### config.mk
export PLATFORM = sky130hd
export DESIGN_NAME = tbus_arbiter_flat
export DESIGN_NICKNAME = d
export VERILOG_FILES = /design/src/rtl/tbus_pkg.sv /design/src/rtl/tbus_arbiter_if.sv /design/src/rtl/tbus_rr_pick.sv /design/src/rtl/tbus_arbiter.sv /design/src/flat_wrapper.sv
export SDC_FILE = /design/constraint.sdc
export NUM_CORES = 1
export LEC_CHECK = 0
export CORE_MARGIN = 1.5
export CORE_UTILIZATION = 46
export DETAILED_ROUTE_END_ITERATION = 8
export PLACE_DENSITY_LB_ADDON = 0.12
export SLEW_MARGIN = 10
export SYNTH_ARGS = -nofsm -noshare
export SYNTH_HDL_FRONTEND = slang
export SYNTH_SLANG_ARGS = --single-unit
export TNS_END_PERCENT = 1
### constraint.sdc
create_clock -name clk -period 2.2 [get_ports clk]
set_clock_uncertainty 0.15 [all_clocks]
set_input_delay 0.33 -clock clk [delete_from_list [all_inputs] [get_ports clk]]
set_output_delay 0.33 -clock clk [all_outputs]
set_load 0.1 [all_outputs]
### src/rtl/tbus_pkg.sv
// Shared types and width helper for the tristate-bus arbiter.
package tbus_pkg;

    typedef enum logic [1:0] {
        IDLE  = 2'd0,
        DRIVE = 2'd1,
        TURN  = 2'd2
    } tbus_state_e;

    // Index width that never collapses to zero bits.
    function automatic int unsigned idx_w(input int unsigned n);
        return (n <= 2) ? 1 : $clog2(n);
    endfunction

endpackage

### src/rtl/tbus_arbiter_if.sv
// Request/enable bundle between the requesting channels and the bus arbiter.
interface tbus_arbiter_if
    import tbus_pkg::*;
#(
    parameter int unsigned N_CH     = 4,
    parameter int unsigned MAX_HOLD = 4
) ();

    logic [N_CH-1:0]                 req;
    logic [N_CH-1:0]                 last;
    logic [N_CH-1:0]                 en;
    logic [idx_w(N_CH)-1:0]          owner;
    logic                            busy;
    logic [idx_w(MAX_HOLD+1)-1:0]    beat_cnt;

    modport master (
        output req, last,
        input  en, owner, busy, beat_cnt
    );

    modport slave (
        input  req, last,
        output en, owner, busy, beat_cnt
    );

endinterface

### src/rtl/tbus_rr_pick.sv
// Combinational round-robin picker: first set request at or after ptr, wrapping.
module tbus_rr_pick
    import tbus_pkg::*;
#(
    parameter int unsigned N_CH = 4
) (
    input  logic [N_CH-1:0]        req,
    input  logic [idx_w(N_CH)-1:0] ptr,
    output logic                   valid,
    output logic [idx_w(N_CH)-1:0] idx
);

    localparam int unsigned IW = idx_w(N_CH);

    always_comb begin
        int unsigned c;
        valid = 1'b0;
        idx   = '0;
        c     = 0;
        for (int unsigned k = 0; k < N_CH; k++) begin
            c = 32'(ptr) + k;
            if (c >= N_CH) c = c - N_CH;
            if (!valid && req[IW'(c)]) begin
                valid = 1'b1;
                idx   = IW'(c);
            end
        end
    end

endmodule

### src/rtl/tbus_arbiter.sv
// Round-robin owner selection and one-hot tristate enables with a turnaround gap.
module tbus_arbiter
    import tbus_pkg::*;
#(
    parameter int unsigned N_CH       = 4,
    parameter int unsigned TURNAROUND = 1,
    parameter int unsigned MAX_HOLD   = 4
) (
    input  logic          clk,
    input  logic          rst,
    tbus_arbiter_if.slave bus
);

    localparam int unsigned IW = idx_w(N_CH);
    localparam int unsigned BW = idx_w(MAX_HOLD + 1);
    localparam int unsigned TW = idx_w(TURNAROUND);

    tbus_state_e     state_q, state_d;
    logic [IW-1:0]   ptr_q, ptr_d;
    logic [IW-1:0]   owner_q, owner_d;
    logic [N_CH-1:0] en_q, en_d;
    logic            busy_q, busy_d;
    logic [BW-1:0]   beat_q, beat_d;
    logic [TW-1:0]   turn_q, turn_d;

    logic            pick_valid;
    logic [IW-1:0]   pick_idx;
    logic            owner_req;
    logic            release_c;

    tbus_rr_pick #(.N_CH(N_CH)) u_pick (
        .req   (bus.req),
        .ptr   (ptr_q),
        .valid (pick_valid),
        .idx   (pick_idx)
    );

    // A missing strobe, a marked last beat or a full hold all end the window.
    assign owner_req = bus.req[owner_q];
    assign release_c = !owner_req || bus.last[owner_q]
                       || ((32'(beat_q) + 1) == MAX_HOLD);

    always_ff @(posedge clk) begin
        if (rst) begin
            state_q <= IDLE;
            ptr_q   <= '0;
            owner_q <= '0;
            en_q    <= '0;
            busy_q  <= 1'b0;
            beat_q  <= '0;
            turn_q  <= '0;
        end else begin
            state_q <= state_d;
            ptr_q   <= ptr_d;
            owner_q <= owner_d;
            en_q    <= en_d;
            busy_q  <= busy_d;
            beat_q  <= beat_d;
            turn_q  <= turn_d;
        end
    end

    always_comb begin
        state_d = state_q;
        case (state_q)
            IDLE:    if (pick_valid) state_d = DRIVE;
            DRIVE:   if (release_c) state_d = TURN;
            TURN:    if (turn_q == '0) state_d = IDLE;
            default: state_d = IDLE;
        endcase
    end

    always_comb begin
        en_d    = en_q;
        owner_d = owner_q;
        ptr_d   = ptr_q;
        beat_d  = beat_q;
        turn_d  = turn_q;
        case (state_q)
            IDLE: begin
                en_d = '0;
                if (pick_valid) begin
                    owner_d = pick_idx;
                    en_d    = N_CH'(1) << pick_idx;
                    beat_d  = '0;
                end
            end
            DRIVE: begin
                if (owner_req) beat_d = beat_q + BW'(1);
                if (release_c) begin
                    en_d   = '0;
                    ptr_d  = (owner_q == IW'(N_CH - 1)) ? '0 : owner_q + IW'(1);
                    turn_d = TW'(TURNAROUND - 1);
                end
            end
            TURN: begin
                en_d = '0;
                if (turn_q != '0) turn_d = turn_q - TW'(1);
            end
            default: en_d = '0;
        endcase
        busy_d = |en_d;
    end

    assign bus.en       = en_q;
    assign bus.owner    = owner_q;
    assign bus.busy     = busy_q;
    assign bus.beat_cnt = beat_q;

    a_en_onehot0: assert property (@(posedge clk) $onehot0(en_q));

endmodule

### src/flat_wrapper.sv
// flat-port wrapper written by rule: the top's interface ports become plain ports
module tbus_arbiter_flat import tbus_pkg::*;
#(
    parameter int unsigned N_CH       = 4,
    parameter int unsigned TURNAROUND = 1,
    parameter int unsigned MAX_HOLD   = 4
)
  (clk, rst, bus_req, bus_last, bus_en, bus_owner, bus_busy, bus_beat_cnt);
  tbus_arbiter_if #(.N_CH(N_CH), .MAX_HOLD(MAX_HOLD)) bus_i ();
  input  logic clk;
  input  logic rst;
  input wire logic [$bits(bus_i.req)-1:0] bus_req;
  input wire logic [$bits(bus_i.last)-1:0] bus_last;
  output wire logic [$bits(bus_i.en)-1:0] bus_en;
  output wire logic [$bits(bus_i.owner)-1:0] bus_owner;
  output wire logic [$bits(bus_i.busy)-1:0] bus_busy;
  output wire logic [$bits(bus_i.beat_cnt)-1:0] bus_beat_cnt;
  assign bus_i.req = bus_req;
  assign bus_i.last = bus_last;
  assign bus_en = bus_i.en;
  assign bus_owner = bus_i.owner;
  assign bus_busy = bus_i.busy;
  assign bus_beat_cnt = bus_i.beat_cnt;
  tbus_arbiter #(.N_CH(N_CH), .TURNAROUND(TURNAROUND), .MAX_HOLD(MAX_HOLD)) u_core (.clk(clk), .rst(rst), .bus(bus_i));
endmodule
==> metrics.txt <==
unrepaired setup endpoints after global routing=false; post-detailed-placement half-perimeter wirelength=1280 um; required time worst endpoint=2.25 ns; Max rail drop VDD=0.442 mV; clk buf depth=2; Post-synth top flop=dfxtp_1; DRT antenna net count=0; die height=43.6 um; Post-CTS Setup Bufs=0; post-synthesis register bit count=14; Initial Util=0.498; Via-to-Cell Ratio=5.59; CP Launch Type=register; CP arrival=1.97 ns; area delta synth->final=31.8%; Final min period=1.91 ns; Hold Violations, Final=0; global-route total usage across every layer=0.200; CTS Buf Count=3; Post-synth EDFFs=0; outcome=complete, no violations; worst rel slew slack=0.706; Setup-failing EPs final=0; DRC viols=0; gpl congestion=0.750; 1st-iter DRT viols=13; antenna violations before repair=0; asr flop ratio synth=0; Max Slew Vio Count=0; DRT Pass-1 Iters=4; largest net degree at the start of global routing=13; num ports=20; Overflow after GRT=0; Reg power frac=0.388; routed len/inst=14.2 um; Die Area=1900 um2; Die X=43.6 um; # diodes=0; FILL cells=133; syn_nets=87; crit share post-route=0.870; post-layout utilization of the core=0.656; Setup CP Type=reg -> reg; clock network power share=0.237; power share of the combinational group=0.375; switching share of power=0.378; Total Wirelength=1650 um; Synth Cell Area=758 um2; crit-path leading delay family=compound AO/OA/AOI/OAI gates; Slew @ Worst Pin=0.438 ns; fmax=522 MHz; Hold Buf Count CTS=0; post-synthesis average cell area=10.1 um2; Pwr per Cell Area=772 nW/um2; CTS tree=yes; slowest CP cell=a2111oi_2; via count=649; crit end category=register; Worst Path Max Fanout=5; CTS sink count=14; site row count=14; Synth cell types=33; Hold Path Class=reg -> reg; CTS HTree Levels=1; first-pass GRT wire length=2810 um; Clk pin slew, worst setup/hold paths=0.08 ns; LEAKAGE=0.417 nW; maxcap violations=0; vias in the first global route=624; Critical Path Max Stage Delay=0.43 ns; WHS=0.349 ns; Switch Pwr=0.292 mW; Ys Warns=0; layout cells sized above 1=0.290; Skew-Pair Late Insertion Delay=0.28 ns; most frequent cells in the layout=buf_4 (13), dfxtp_1 (13), clkdlybuf4s50_1 (9); Layout Nets=113; IO Port Bufs=19; clk root buf=clkbuf_4; sequential area share after synthesis=0.370; Synth Instances=75; core area=1520 um2; Buf+Inv Stages, Crit Path=0; Power Internal=0.480 mW; CP Cell Sequence=ha_1 -> nor2b_1 -> a2111oi_2 -> o211ai_2 -> nor3_4 -> o2bb2ai_1; Post-CTS Resized=0
worst paths after layout:
| kind | depth (start not counted) | start | slack (ns) | to |
|---|---|---|---|---|
| worst min register to register | 1 | u_core.bus.en[3] | 0.35 | u_core.bus.en[3] |
| worst max-delay path | 6 | u_core.bus.beat_cnt[0] | 0.29 | u_core.bus.en[2] |
| worst max register to register | 6 | u_core.bus.beat_cnt[0] | 0.29 | u_core.bus.en[2] |
| worst min-delay path | 1 | u_core.bus.en[3] | 0.35 | u_core.bus.en[3] |
layout make-up:
| type | instances | area [um2] | area share |
|---|---|---|---|
| repair buffers | 22 | 188 | 0.188 |
| flip-flops and latches | 14 | 282 | 0.282 |
| inverters | 3 | 11.3 | 0.0113 |
| well taps | 16 | 20.0 | 0.0200 |
| multi-input cells | 57 | 463 | 0.463 |
| clock buffers | 4 | 36.3 | 0.0363 |
cells in the mapped netlist, drive strengths merged (2+ instances only):
| library cell | instances | area, um2 |
|---|---|---|
| inv | 3 | 11.3 |
| dfxtp | 14 | 280 |
| nand2b | 3 | 18.8 |
| a21oi | 7 | 35.0 |
| ha | 2 | 25.0 |
| nor2 | 6 | 22.5 |
| nand2 | 3 | 13.8 |
| and2 | 3 | 21.3 |
| o2bb2ai | 2 | 17.5 |
| nand3 | 2 | 10.0 |
| a32o | 2 | 20.0 |
| mux2i | 3 | 30.0 |
| nor2b | 3 | 18.8 |
| and2b | 2 | 17.5 |
| nor3 | 3 | 26.3 |
| o21ai | 4 | 20.0 |
per-stage QoR:
stage / setup TNS, ns / setup WS [ns] / instance area (um2) / std cells / power [mW]
finish: 0 / 0.286 / 1000 / 116 / 0.772
global route: 0 / 0.136 / 1000 / 116 / 0.818
CTS: 0 / 0.284 / 1000 / 116 / 0.782
detailed placement: 0 / 0.0486 / 963 / 112 / 0.597
global placement: 0 / 0.102 / 963 / 112 / 0.591
floorplan: -1.14 / -0.169 / 759 / 75 / 0.516
flip-flops by register name (all words and copies together), names as in the netlist:
register and count:
u_core.bus.en 4, u_core.bus.busy 1, u_core.bus.owner 2, u_core.ptr_q 2, u_core.bus.beat_cnt 3, u_core.state_q 2
kinds of logic (layout without fill, tap and decap cells):
| family | Yosys count | count (layout) | synth area share |
|---|---|---|---|
| buffers and inverters | 4 | 29 | 0.0198 |
| DFF | 14 | 14 | 0.370 |
| muxes | 5 | 5 | 0.0842 |
| adders and majority gates | 2 | 2 | 0.0330 |
| AOI/OAI and AO/OA | 22 | 22 | 0.259 |
| and+or+nand+nor | 28 | 28 | 0.234 |
power groups by stage:
stage	sequential, mW	clock (mW)	combinational [mW]
after floorplan	0.400	0	0.116
after global placement	0.305	0	0.286
after detailed placement	0.307	0	0.290
after CTS	0.301	0.191	0.291
after global routing	0.305	0.204	0.309
final	0.300	0.183	0.290
per-layer routing:
metal	up-vias	wire length [um]	global-route usage
met3	2	70	0.0542
met2	10	763	0.318
met5	-	0	0
met1	306	797	0.259
met4	0	13	0.0727
li1	331	-	-
No activity file was read; power rests on OpenSTA's default activity.
